**src/rtl/irq_ctrl_pkg.sv**
```systemverilog
// Shared constants for the machine-mode trap path: CSR addresses, interrupt
// cause codes, the irq_ctrl register-map word indices, and the cause
// priority selector.
package irq_ctrl_pkg;

    localparam logic [11:0] CSR_MSTATUS = 12'h300;
    localparam logic [11:0] CSR_MIE     = 12'h304;
    localparam logic [11:0] CSR_MCAUSE  = 12'h342;
    localparam logic [11:0] CSR_MIP     = 12'h344;

    localparam logic [3:0] CAUSE_MSI = 4'd3;
    localparam logic [3:0] CAUSE_MTI = 4'd7;
    localparam logic [3:0] CAUSE_MEI = 4'd11;

    localparam logic [2:0] ADDR_MSIP        = 3'd0;
    localparam logic [2:0] ADDR_MTIMECMP_LO = 3'd2;
    localparam logic [2:0] ADDR_MTIMECMP_HI = 3'd3;
    localparam logic [2:0] ADDR_MTIME_LO    = 3'd4;
    localparam logic [2:0] ADDR_MTIME_HI    = 3'd5;

    // pend_en = {MEI, MTI, MSI} already masked by the enables.
    // Priority is MEI > MSI > MTI.
    function automatic logic [3:0] sel_cause(input logic [2:0] pend_en);
        logic [3:0] cause;
        if (pend_en[2])      cause = CAUSE_MEI;
        else if (pend_en[0]) cause = CAUSE_MSI;
        else                 cause = CAUSE_MTI;
        return cause;
    endfunction

endpackage

```
**src/rtl/irq_ctrl_mtimer.sv**
```systemverilog
// mtimer: machine timer. Holds the prescaler, mtime and mtimecmp, their bus
// write ports, and the registered MTIP compare.
// Ports:
//   ctrl_clk, ctrl_reset_n  clock, async active-low reset
//   i_wen, i_addr, i_wdata  register write port (word index)
//   o_mtime, o_mtimecmp     current register values (for bus reads)
//   o_mtip                  registered mtime >= mtimecmp
module mtimer
    import irq_ctrl_pkg::*;
#(
    parameter int unsigned TICK_DIV = 1
) (
    input  logic        ctrl_clk,
    input  logic        ctrl_reset_n,
    input  logic        i_wen,
    input  logic [2:0]  i_addr,
    input  logic [31:0] i_wdata,
    output logic [63:0] o_mtime,
    output logic [63:0] o_mtimecmp,
    output logic        o_mtip
);

    logic [15:0] r_presc;
    logic [63:0] r_mtime;
    logic [63:0] r_mtimecmp;
    logic        r_mtip;
    logic        w_tick;

    assign w_tick = (r_presc == 16'(TICK_DIV - 1));

    always_ff @(posedge ctrl_clk or negedge ctrl_reset_n) begin
        if (!ctrl_reset_n) begin
            r_presc <= '0;
        end else if (w_tick) begin
            r_presc <= '0;
        end else begin
            r_presc <= r_presc + 16'd1;
        end
    end

    // A bus write to either half overrides the tick increment; the other
    // half keeps its value.
    always_ff @(posedge ctrl_clk or negedge ctrl_reset_n) begin
        if (!ctrl_reset_n) begin
            r_mtime <= '0;
        end else if (i_wen && i_addr == ADDR_MTIME_LO) begin
            r_mtime[31:0] <= i_wdata;
        end else if (i_wen && i_addr == ADDR_MTIME_HI) begin
            r_mtime[63:32] <= i_wdata;
        end else if (w_tick) begin
            r_mtime <= r_mtime + 64'd1;
        end
    end

    always_ff @(posedge ctrl_clk or negedge ctrl_reset_n) begin
        if (!ctrl_reset_n) begin
            r_mtimecmp <= '1;
        end else if (i_wen && i_addr == ADDR_MTIMECMP_LO) begin
            r_mtimecmp[31:0] <= i_wdata;
        end else if (i_wen && i_addr == ADDR_MTIMECMP_HI) begin
            r_mtimecmp[63:32] <= i_wdata;
        end
    end

    always_ff @(posedge ctrl_clk or negedge ctrl_reset_n) begin
        if (!ctrl_reset_n) begin
            r_mtip <= 1'b0;
        end else begin
            r_mtip <= (r_mtime >= r_mtimecmp);
        end
    end

    assign o_mtime    = r_mtime;
    assign o_mtimecmp = r_mtimecmp;
    assign o_mtip     = r_mtip;

endmodule

```
**src/rtl/irq_ctrl.sv**
```systemverilog
// irq_ctrl: machine-mode interrupt controller. Synchronises ext_irq, holds
// msip, instantiates the machine timer, publishes {MEIP,MTIP,MSIP} and runs
// the trap-request FSM.
// Ports:
//   ctrl_clk, ctrl_reset_n            clock, async active-low reset
//   bus_wen/ren/addr/wdata, bus_rdata register bus (rdata registered)
//   ext_irq                           async level external interrupt
//   mie_msie/mtie/meie, ctrl_mie      per-source and global enables
//   irq_pending                       {MEIP, MTIP, MSIP}
//   trap_req, trap_info, trap_ack     trap handshake, info = {1, cause}
//   ctrl_mret                         mret retired
//
// state      | meaning
// ST_IDLE    | no request; waiting for an enabled pending interrupt
// ST_REQ     | trap_req high, trap_info frozen until ack or withdrawal
// ST_HANDLER | trap taken; no new request until mret
module irq_ctrl
    import irq_ctrl_pkg::*;
#(
    parameter int unsigned TICK_DIV = 1
) (
    input  logic        ctrl_clk,
    input  logic        ctrl_reset_n,
    input  logic        bus_wen,
    input  logic        bus_ren,
    input  logic [2:0]  bus_addr,
    input  logic [31:0] bus_wdata,
    output logic [31:0] bus_rdata,
    input  logic        ext_irq,
    input  logic        mie_msie,
    input  logic        mie_mtie,
    input  logic        mie_meie,
    input  logic        ctrl_mie,
    output logic [2:0]  irq_pending,
    output logic        trap_req,
    output logic [4:0]  trap_info,
    input  logic        trap_ack,
    input  logic        ctrl_mret
);

    typedef enum logic [1:0] {
        ST_IDLE    = 2'd0,
        ST_REQ     = 2'd1,
        ST_HANDLER = 2'd2
    } state_t;

    state_t      r_state, w_state_nxt;
    logic        r_sync1, r_sync2;
    logic        r_msip;
    logic [31:0] r_rdata;
    logic [4:0]  r_trap_info;
    logic [31:0] w_rdata_nxt;
    logic [63:0] w_mtime, w_mtimecmp;
    logic        w_mtip;
    logic [2:0]  w_pending, w_pend_en;
    logic        w_take;

    mtimer #(.TICK_DIV(TICK_DIV)) u_mtimer (
        .ctrl_clk     (ctrl_clk),
        .ctrl_reset_n (ctrl_reset_n),
        .i_wen        (bus_wen),
        .i_addr       (bus_addr),
        .i_wdata      (bus_wdata),
        .o_mtime      (w_mtime),
        .o_mtimecmp   (w_mtimecmp),
        .o_mtip       (w_mtip)
    );

    always_ff @(posedge ctrl_clk or negedge ctrl_reset_n) begin
        if (!ctrl_reset_n) begin
            r_sync1 <= 1'b0;
            r_sync2 <= 1'b0;
        end else begin
            r_sync1 <= ext_irq;
            r_sync2 <= r_sync1;
        end
    end

    always_ff @(posedge ctrl_clk or negedge ctrl_reset_n) begin
        if (!ctrl_reset_n) begin
            r_msip <= 1'b0;
        end else if (bus_wen && bus_addr == ADDR_MSIP) begin
            r_msip <= bus_wdata[0];
        end
    end

    always_comb begin
        w_rdata_nxt = '0;
        case (bus_addr)
            ADDR_MSIP:        w_rdata_nxt = {31'd0, r_msip};
            ADDR_MTIMECMP_LO: w_rdata_nxt = w_mtimecmp[31:0];
            ADDR_MTIMECMP_HI: w_rdata_nxt = w_mtimecmp[63:32];
            ADDR_MTIME_LO:    w_rdata_nxt = w_mtime[31:0];
            ADDR_MTIME_HI:    w_rdata_nxt = w_mtime[63:32];
            default:          w_rdata_nxt = '0;
        endcase
    end

    // Sampled from pre-edge register values, so a same-cycle write reads old.
    always_ff @(posedge ctrl_clk or negedge ctrl_reset_n) begin
        if (!ctrl_reset_n) begin
            r_rdata <= '0;
        end else if (bus_ren) begin
            r_rdata <= w_rdata_nxt;
        end
    end

    assign w_pending = {r_sync2, w_mtip, r_msip};
    assign w_pend_en = w_pending & {mie_meie, mie_mtie, mie_msie};
    assign w_take    = ctrl_mie && (|w_pend_en);

    always_ff @(posedge ctrl_clk or negedge ctrl_reset_n) begin
        if (!ctrl_reset_n) begin
            r_state <= ST_IDLE;
        end else begin
            r_state <= w_state_nxt;
        end
    end

    always_comb begin
        w_state_nxt = r_state;
        case (r_state)
            ST_IDLE: begin
                if (w_take) w_state_nxt = ST_REQ;
            end
            ST_REQ: begin
                // Ack wins over withdrawal when both occur together.
                if (trap_ack)      w_state_nxt = ST_HANDLER;
                else if (!ctrl_mie) w_state_nxt = ST_IDLE;
            end
            ST_HANDLER: begin
                if (ctrl_mret) w_state_nxt = ST_IDLE;
            end
            default: w_state_nxt = ST_IDLE;
        endcase
    end

    always_ff @(posedge ctrl_clk or negedge ctrl_reset_n) begin
        if (!ctrl_reset_n) begin
            r_trap_info <= '0;
        end else if (r_state == ST_IDLE && w_take) begin
            r_trap_info <= {1'b1, sel_cause(w_pend_en)};
        end
    end

    assign bus_rdata   = r_rdata;
    assign irq_pending = w_pending;
    assign trap_req    = (r_state == ST_REQ);
    assign trap_info   = r_trap_info;

endmodule
```
**config.mk**
```make
export PLATFORM = sky130hd
export DESIGN_NAME = irq_ctrl
export DESIGN_NICKNAME = d
export VERILOG_FILES = /design/src/rtl/irq_ctrl_pkg.sv /design/src/rtl/irq_ctrl_mtimer.sv /design/src/rtl/irq_ctrl.sv
export SDC_FILE = /design/constraint.sdc
export NUM_CORES = 1
export LEC_CHECK = 0
export BUFFER_PORTS_ARGS = -buffer_cell sky130_fd_sc_hd__buf_2
export CORE_MARGIN = 10
export CORE_UTILIZATION = 65
export DETAILED_ROUTE_END_ITERATION = 7
export PLACE_DENSITY_LB_ADDON = 0.15
export RECOVER_POWER = 100
export SYNTH_ARGS = -nofsm -noshare
export SYNTH_HDL_FRONTEND = slang
export SYNTH_HIERARCHICAL = 1
export SYNTH_SLANG_ARGS = --single-unit
```
**constraint.sdc**
```tcl
create_clock -name ctrl_clk -period 4.6 [get_ports ctrl_clk]
set_input_delay 0.46 -clock ctrl_clk [delete_from_list [all_inputs] [get_ports ctrl_clk]]
set_output_delay 0.46 -clock ctrl_clk [all_outputs]
set_load 0.05 [all_outputs]
```
### Yosys cells after proc, flatten, opt, wreduce, memory -nomap -nowiden

Cells that the tools add are included.

| storage, ports and cells | value |
|---|---|
| register bits after elaboration | 187 |
| bits of input ports | 46 |
| output and inout bits | 41 |

| operators by class | value |
|---|---|
| add/subtract/negate cells | 2 |
| $lt $le $gt $ge | 1 |
| equality and inequality tests | 10 |
| muxes and demuxes | 13 |
| bitwise logic cells | 3 |
| reduce and logical (&&, ||, !) cells | 17 |

Operator list:

| cell | number |
|---|---|
| 32-bit one-hot mux with 5 select lines | 1 |
| 32-bit 2-to-1 mux | 3 |
| 64-bit by 1-bit adder with 64-bit output (second input constant) | 1 |
| 64-bit >= comparator | 1 |
| 64-bit 2-to-1 mux | 1 |
| 16-bit by 1-bit adder with 16-bit output (second input constant) | 1 |
| 16-bit logical NOT | 1 |
| 16-bit 2-to-1 mux | 1 |
| 2-bit 2-to-1 mux | 4 |
| 1-bit logical AND | 7 |
| 3-bit by 2-bit equality test with 1-bit output (second input constant) | 2 |
| 3-bit equality test (second input constant) | 2 |
| 2-bit one-hot mux with 3 select lines | 1 |
| 2-bit AND reduction | 3 |
| 4-bit 2-to-1 mux | 1 |
| 2-bit != test (second input constant) | 2 |
| 2-bit nonzero test | 2 |
| 3-bit bitwise AND | 1 |
| 3-bit logical NOT | 1 |
| 3-bit 2-to-1 mux | 1 |
| 3-bit by 2-bit != test with 1-bit output (second input constant) | 1 |
| 3-bit AND reduction | 1 |
| 3-bit OR reduction | 1 |
| 2-bit by 1-bit equality test with 1-bit output (second input constant) | 1 |
| 4 further kinds | 5 |

### Longest topological paths before layout

Gate-level depths: netlist of run 1.

| depth | value |
|---|---|
| word-level depth | 5 |
| mapped depth | 9 |
| depth with buffers taken out | 8 |

### Cells and area by module

The synthesis of run 1 kept the hierarchy.

Modules (own cells, without submodules):

| module | instances | cells each | area each (µm²) |
|---|---|---|---|
| mtimer | 1 | 922 | 8543.2 |
| irq_ctrl | 1 | 227 | 2526.2 |

### Worst setup path before layout of run 1

No wires, ideal clock.

| timing | value |
|---|---|
| path kind | register -> register |
| start | register u_mtimer.r_presc[0] |
| end | register u_mtimer.r_mtime[54] (netlist: u_mtimer/o_mtime[54]) |
| setup time | 0.137 ns |
| arrival time | 2.326 ns |
| setup slack | 2.137 ns |
| cell stages (with the launch flop) | 10 |
| path through | dfrtp_1 -> inv_1 -> ha_1 -> nor4b_1 -> nand4_1 -> or4_1 -> buf_2 -> nor4_1 -> xnor2_1 -> a21oi_1 |

| between the ends | value |
|---|---|
| longest elaborated chain between the ends | 3 |

Ends and longest elaborated chain:

| what | RTL line | text |
|---|---|---|
| from (decl) | irq_ctrl_mtimer.sv:23 | `logic [15:0] r_presc;` |
| from (signal assigned) | irq_ctrl_mtimer.sv:37 | `r_presc <= r_presc + 16'd1;` |
| 16-bit logical NOT | irq_ctrl_mtimer.sv:29 | `assign w_tick = (r_presc == 16'(TICK_DIV - 1));` |
| 2-bit nonzero test (no source line) | - |  |
| 2-bit AND reduction (no source line) | - |  |
| to (signal assigned) | irq_ctrl_mtimer.sv:49 | `r_mtime[63:32] <= i_wdata;` |
| to (signal assigned) | irq_ctrl_mtimer.sv:51 | `r_mtime <= r_mtime + 64'd1;` |
| to (decl) | irq_ctrl_mtimer.sv:24 | `logic [63:0] r_mtime;` |

Every way passes these cells.
A chain may end at the register's enable or synchronous reset.

### Final worst setup path of run 1

| timing | value |
|---|---|
| start | input bus_addr[0] |
| end | register r_rdata[0] (netlist: bus_rdata[0]) |

| between the ends | value |
|---|---|
| longest elaborated chain between the ends | 2 |
| elaborated cells on any way between the ends | 6 |
| those cells by class | eq/ne: 4; mux: 1; reduce/logical: 1 |

Ends and longest elaborated chain:

| what | RTL line | text |
|---|---|---|
| from (decl) | irq_ctrl.sv:26 | `input logic [2:0] bus_addr,` |
| 3-bit equality test (tied with other cells) | irq_ctrl.sv:89 | `case (bus_addr)` |
| 32-bit one-hot mux with 5 select lines (*) | irq_ctrl.sv:89 |  |
| to (signal assigned) | irq_ctrl.sv:104 | `r_rdata <= w_rdata_nxt;` |
| to (decl) | irq_ctrl.sv:50 | `logic [31:0] r_rdata;` |

Mark *: on every way between the ends. The rest lies on a longest branch, timed or not.

==> results_dict.tcl, run 1 <==
set metrics [dict create \
    status "finished, violations left" \
    violations "max-capacitance violations, max-slew violations" \
    hold_class "input port to flop" \
    cts_hold_buf 0 \
    synth_cell_type_count 63 \
    synth_most_common_cell "nand2_1" \
    finalClockSkew_ns 0.0102 \
    grt_start_max_net_pins 121 \
    critPathKind "input port to flop" \
    grt_pass1_wl_um 49900 \
    synth_seq_cells 185 \
    cts_buffer_depth 2 \
    rsz0062_at_grt "false" \
    powerDensity_nw_per_um2 449 \
    io_pins 87 \
    crit_chain "clkbuf_1, nand2b_4, o211ai_1, o221ai_1" \
    syn-num-nets 1262 \
    cp_max_fo 30 \
    period_minus_slack_ns 3.64 \
    dr.pass1.iters 5 \
    maxCapViolCount 6 \
    grtUsageTotal_pct 27.8 \
    routed-via-count 9402 \
    async_flop_share_pct 100 \
    synth_edf_count 0 \
    cpMaxStageDelayCell "o211ai_1" \
    drt_wl_total_um 31100 \
    fin_ws_ns 0.961 \
    p_total_w 0.00540 \
    ir_drop_mv 0.333 \
    gp_congestion 0.986 \
    crit-reg2reg-launch "u_mtimer/o_mtime[34]" \
    drtAntennaViolNets 0 \
    utilization_pct 72.3 \
    clock-sinks 185 \
    final_area_um2 12000 \
    p_leak_nw 5.01 \
    clkTransAtPathRegs_ns 0.07 \
    final_max_slew_viol_count 244 \
    arrival_ns 3.84 \
    cts_buffers 17 \
    yosys-top-cells-count "nand2_1, dfrtp_1, inv_1" \
    die_w_um 151 \
    end_kind "flop" \
    num_rows 47 \
    netlist_area_um2 11100 \
    setup_tns_ns 0 \
    drtIter0Drc 1107 \
    vias_per_cell 6.53 \
    synth.top_cell.area_share_pct 27.4 \
    cp-startpoint "bus_addr[0]" \
    nNetsFinal 1319 \
    setup_violations 0 \
    postCtsSetupRepairBufs 0 \
    diodes 0 \
    grt_pass1_vias 9317 \
    grt_overflow 0 \
    ys_warn_count 6 \
    die_area_um2 22700 \
    antenna_found_initial 0 \
    drive_gt1_share_pct 15.7 \
    fp.dieH_um 151 \
    cts_tree "built" \
    clk_latency_ns 0.44 \
    min_period_over_period_pct 79.1 \
    hpwlAfterDp_um 21800 \
    place_ws_ns 1.60 \
    ys.flop_type "dfrtp_1" \
    ctsResizeCount 0 \
    slowest_delay_ns 1.71 \
    cts.htree.levels 4 \
    initial_core_util_pct 66.5 \
    wl_per_cell_um 21.6 \
    yosysTopAreaCell "dfrtp_1" \
    synth.area.top_cells "dfrtp_1, dfstp_2, ha_1, nand2_1, mux2_2" \
    hold_start "ext_irq" \
    synth_area_per_cell_um2 9.63 \
    fp.coreArea_um2 16600 \
    drcViolationCount 0 \
    clockRootBuffer "clkbuf_16" \
    hold_viol_final 0 \
    numPortBuffers 86 \
    worstMarginPinSlew_ns 2.97 \
    required_ns 4.81 \
    start_kind "input port" \
    max_slew_margin_pct -97.9 \
    area_delta_synth_final_pct 8.70 \
    ys_seq_area_share_pct 42.5 \
    place_area_um2 11600 \
    fmax_ghz 0.275 \
    netlist_instances 1149 \
]
==> final cells by class <==
class | count | area [um2]
clock buffer | 19 | 443
clock inverter | 13 | 168
fill | 1266 | 4610
inverter | 93 | 349
multi-input combinational | 807 | 5620
sequential | 185 | 4710
tap | 220 | 275
timing repair buffer | 102 | 467
==> critical path: cells and delay by family <==
family / cells / cell delay [ns]
buf+inv: 1 / 1.26
simple gates: 1 / 0.05
compound gates: 2 / 2.06
==> flip-flops by register name, indices dropped and copies added, names as in the netlist, 2 cells and up <==
| register | count |
|---|---|
| r_state | 2 |
| u_mtimer/o_mtime | 64 |
| bus_rdata | 32 |
| trap_info | 3 |
| u_mtimer/o_mtimecmp | 64 |
| u_mtimer/r_presc | 16 |
==> path summary, 6_finish.rpt <==
check / endpoint / cells past startpoint / slack (ns)
max reg2reg: u_mtimer/o_mtime[51] / 6 / 0.98
min: r_sync1 / 1 / 0.13
max in group asynchronous: bus_rdata[22] / 2 / 1.55
min reg2reg: r_sync2 / 0 / 0.36
max: bus_rdata[0] / 4 / 0.96
min in group asynchronous: bus_rdata[1] / 1 / 0.95
==> metal layers <==
layer | GRT usage [%] | vias up | routed length (um)
li1 | - | 4278 | -
met1 | 36.4 | 4582 | 13200
met2 | 44.6 | 466 | 14500
met3 | 5.55 | 76 | 2600
met4 | 10.6 | 0 | 818
met5 | 0 | - | 0
==> cell usage in the layout, fill, tap and decap left out, drive strengths merged, types with 44 or more instances in the layout <==
cell type | Yosys | layout
nand2 | 128 | 128
dfrtp | 121 | 121
inv | 92 | 95
o21ai | 91 | 91
clkbuf | 39 | 71
ha | 67 | 67
dfstp | 64 | 64
buf | 25 | 50
nand4 | 48 | 48
nand3 | 44 | 44
==> power by group <==
group,internal (W),switching (W),total [W]
logic,0.000568,0.000896,0.00146
registers,0.00202,0.000393,0.00241
clock network,0.000875,0.000652,0.00153
total,0.00346,0.00194,0.00540
==> stage by stage <==
step           cells  hold slack, ns
6_report        1439           0.129
5_1_grt         1439           0.125
4_1_cts         1439           0.124
3_5_place_dp    1407           0.346
3_3_place_gp    1407           0.333
2_1_floorplan   1149           0.164
==> logic make-up after synthesis <==
logic type               Yosys count  share of synthesized area [%]
AO/OA/AOI/OAI                    231                           13.9
adder cells (fa/ha/maj)           67                           7.57
XOR/XNOR                          71                           5.62
buffers and inverters            157                           6.43
flip-flops                       185                           42.5
AND/OR/NAND/NOR                  370                           17.3
multiplexers                      68                           6.57
Power figures use the tool's default switching activity.
==> inputs of run 2 (changes only) <==
Settings changed: ABC_AREA from default to 1, CORE_UTILIZATION 65 to 56.
Clock period 4.6 ns to 3.2 ns, I/O delays scaled along.
==> run 2 against run 1 <==
Against the previous run:
- the run still ends with max-capacitance violations, max-slew violations left
- largest power group unchanged
- worst hold slack worse by 0.081 ns
- clock power increased by 43%
- clock-buffer cell count did not move
- critical path depth grew 8
- largest cell class unchanged
- utilization decreased by 11 points
- via count is 42% higher
- combinational power is 95% higher
- routed wire length grew 48%
- die area up 33%
- clock skew increased by 0.0064 ns
==> results_dict.tcl, run 2 <==
set metrics [dict create \
    status "finished, violations left" \
    violations "max-capacitance violations, max-slew violations" \
    drtIter0Drc 1661 \
    cts_tree "built" \
    setup_tns_ns 0 \
    async_flop_share_pct 100 \
    num_rows 56 \
    regArea_um2 4710 \
    synth_edf_count 0 \
    final_max_slew_viol_count 141 \
    clock-sinks 185 \
    initial_core_util_pct 56.7 \
    wl_per_cell_um 19.6 \
    netlist_instances 1968 \
    r2r_cells 12 \
    io_pins 87 \
    period_minus_slack_ns 2.67 \
    utilization_pct 61.2 \
    ys.flop_type "dfrtp_1" \
    grt_overflow 0 \
    fin_ws_ns 0.532 \
    cts_buffers 17 \
    crit-reg2reg-launch "u_mtimer/o_mtime[1]" \
    timing.rr.end "u_mtimer/o_mtime[40]" \
    max_slew_margin_pct -26.4 \
    synth_area_per_cell_um2 6.72 \
    r2r_slack_ns 0.53 \
    place_ws_ns 0.900 \
    syn-num-nets 2081 \
    die_w_um 174 \
    critPathKind "flop to flop" \
    cp-startpoint "u_mtimer/o_mtime[1]" \
    start_kind "flop" \
    whs_ns 0.0479 \
    fmax_ghz 0.375 \
    synth_cell_type_count 38 \
    hold_viol_final 0 \
    yosysTopAreaCell "dfrtp_1" \
    dr.pass1.iters 6 \
    cp_max_fo 6 \
    routed-via-count 13381 \
    fp.coreArea_um2 23300 \
    required_ns 3.54 \
    p_total_w 0.00873 \
    ys_warn_count 6 \
    grt_pass1_vias 12654 \
    maxCapViolCount 3 \
    yosys-top-cells-count "nand2_1, inv_1, nor2_1" \
    grt_start_max_net_pins 69 \
    p_leak_nw 7.23 \
    powerDensity_nw_per_um2 611 \
    netlist_area_um2 13200 \
    numPortBuffers 86 \
    end_kind "flop" \
    nNetsFinal 2128 \
    ir_drop_mv 0.388 \
    rsz0062_at_grt "false" \
    finalClockSkew_ns 0.0165 \
    clockRootBuffer "clkbuf_16" \
    synth_seq_cells 185 \
    hpwlAfterDp_um 34600 \
    synth.top_cell.area_share_pct 22.9 \
    setup_violations 0 \
    hold_class "input port to flop" \
    multi_input_area_um2 7020 \
    final_cell_mix "nand2_1, inv_1, nor2_1" \
    synth.area.top_cells "dfrtp_1, nand2_1, dfstp_2, inv_1, ha_1" \
    diodes 0 \
    synth_most_common_cell "nand2_1" \
    area_delta_synth_final_pct 7.90 \
    nFillCells 2283 \
    gp_congestion 1.02 \
    min_period_over_period_pct 83.4 \
    worstMarginPinSlew_ns 1.90 \
    drive_gt1_share_pct 9.47 \
    grt_pass1_wl_um 72700 \
    drtAntennaViolNets 0 \
    fp.dieH_um 174 \
    grtUsageTotal_pct 30.3 \
    die_area_um2 30200 \
    drt_wl_total_um 45900 \
    drcViolationCount 0 \
    cts.htree.levels 4 \
    ys_seq_area_share_pct 35.6 \
    crit_path_end "u_mtimer/o_mtime[40]" \
    clkTransAtPathRegs_ns 0.08 \
    vias_per_cell 5.70 \
    cts_buffer_depth 2 \
    antenna_found_initial 0 \
    clk_latency_ns 0.45 \
    arrival_ns 3.01 \
    final_common_cell "nand2_1" \
]
## run 2: cell types whose count changed in the layout (fill, tap and decap cells not counted), moves of 22 or more
cell / before / now
a21oi_1: 30 / 61
inv_1: 92 / 267
nand4_1: 48 / 87
o21ai_1: 1 / 44
nor2_1: 37 / 156
mux2i_1: 31 / 0
o21ai_0: 90 / 155
a221oi_1: 36 / 0
nand2_1: 128 / 634
xnor2_1: 43 / 7
mux2_2: 35 / 0
and3_1: 22 / 0
nand3_1: 43 / 132
## run 2: kinds of logic after synthesis
logic type	Yosys count	share of synthesized area (%)
adder cells (fa/ha/maj)	67	6.34
XOR/XNOR	19	1.26
AND/OR/NAND/NOR	1073	35.1
AO/OA/AOI/OAI	272	10.6
buffers and inverters	352	11.1
flip-flops	185	35.6
## run 2: cell type report
class,count,share of cell area (%)
clock buffer,19,3.10
clock inverter,13,1.07
inverter,274,7.20
multi-input combinational,1431,49.2
sequential,185,33.0
tap,319,2.80
timing repair buffer,106,3.68
## run 2: timing repair
action | 4_1_cts | 5_1_grt
hold endpoints to repair | 31 | 0
setup buffers | 0 | 0
hold buffers | 2 | 0
gates resized for setup | 0 | 0
## run 2: worst min-delay path by stage
stage,start,to,cells after the start
after floorplan,ctrl_reset_n,bus_rdata[0],0
after global placement,ctrl_reset_n,u_mtimer/r_presc[4],1
after detailed placement,ctrl_reset_n,u_mtimer/r_presc[4],1
after CTS,ctrl_mret,r_state[1],2
after global routing,ctrl_mret,r_state[1],2
final,ctrl_mret,r_state[1],2
## run 2: report_power, final
group	switching [W]	total, W	internal (W)
combinational	0.00190	0.00284	0.000944
sequential	0.000783	0.00369	0.00291
clock	0.00106	0.00219	0.00113
## run 2: metrics by stage
step / area, um2 / cells
floorplan: 13200 / 1968
finish: 14300 / 2347
global route: 14300 / 2347
global placement: 13800 / 2313
detailed placement: 13800 / 2313
CTS: 14400 / 2347
## run 2: worst max-delay path: stages (launching register included)
cell and delay (ns):
dfrtp_1 0.47, ha_1 0.34, nand2_2 0.09, nor2_1 0.42
nand2_1 0.31, inv_1 0.13, nand2_1 0.11, nor2_1 0.34
nand2_1 0.09, nand2_1 0.07, nand3_1 0.06, nand2_1 0.09
nand2_1 0.05
## run 2: layer usage
layer  GRT usage [%]  wire [um]
met1            41.7      19700
met5               0          0
met4            8.02        904
met2            46.4      20300
met3            7.56       5000
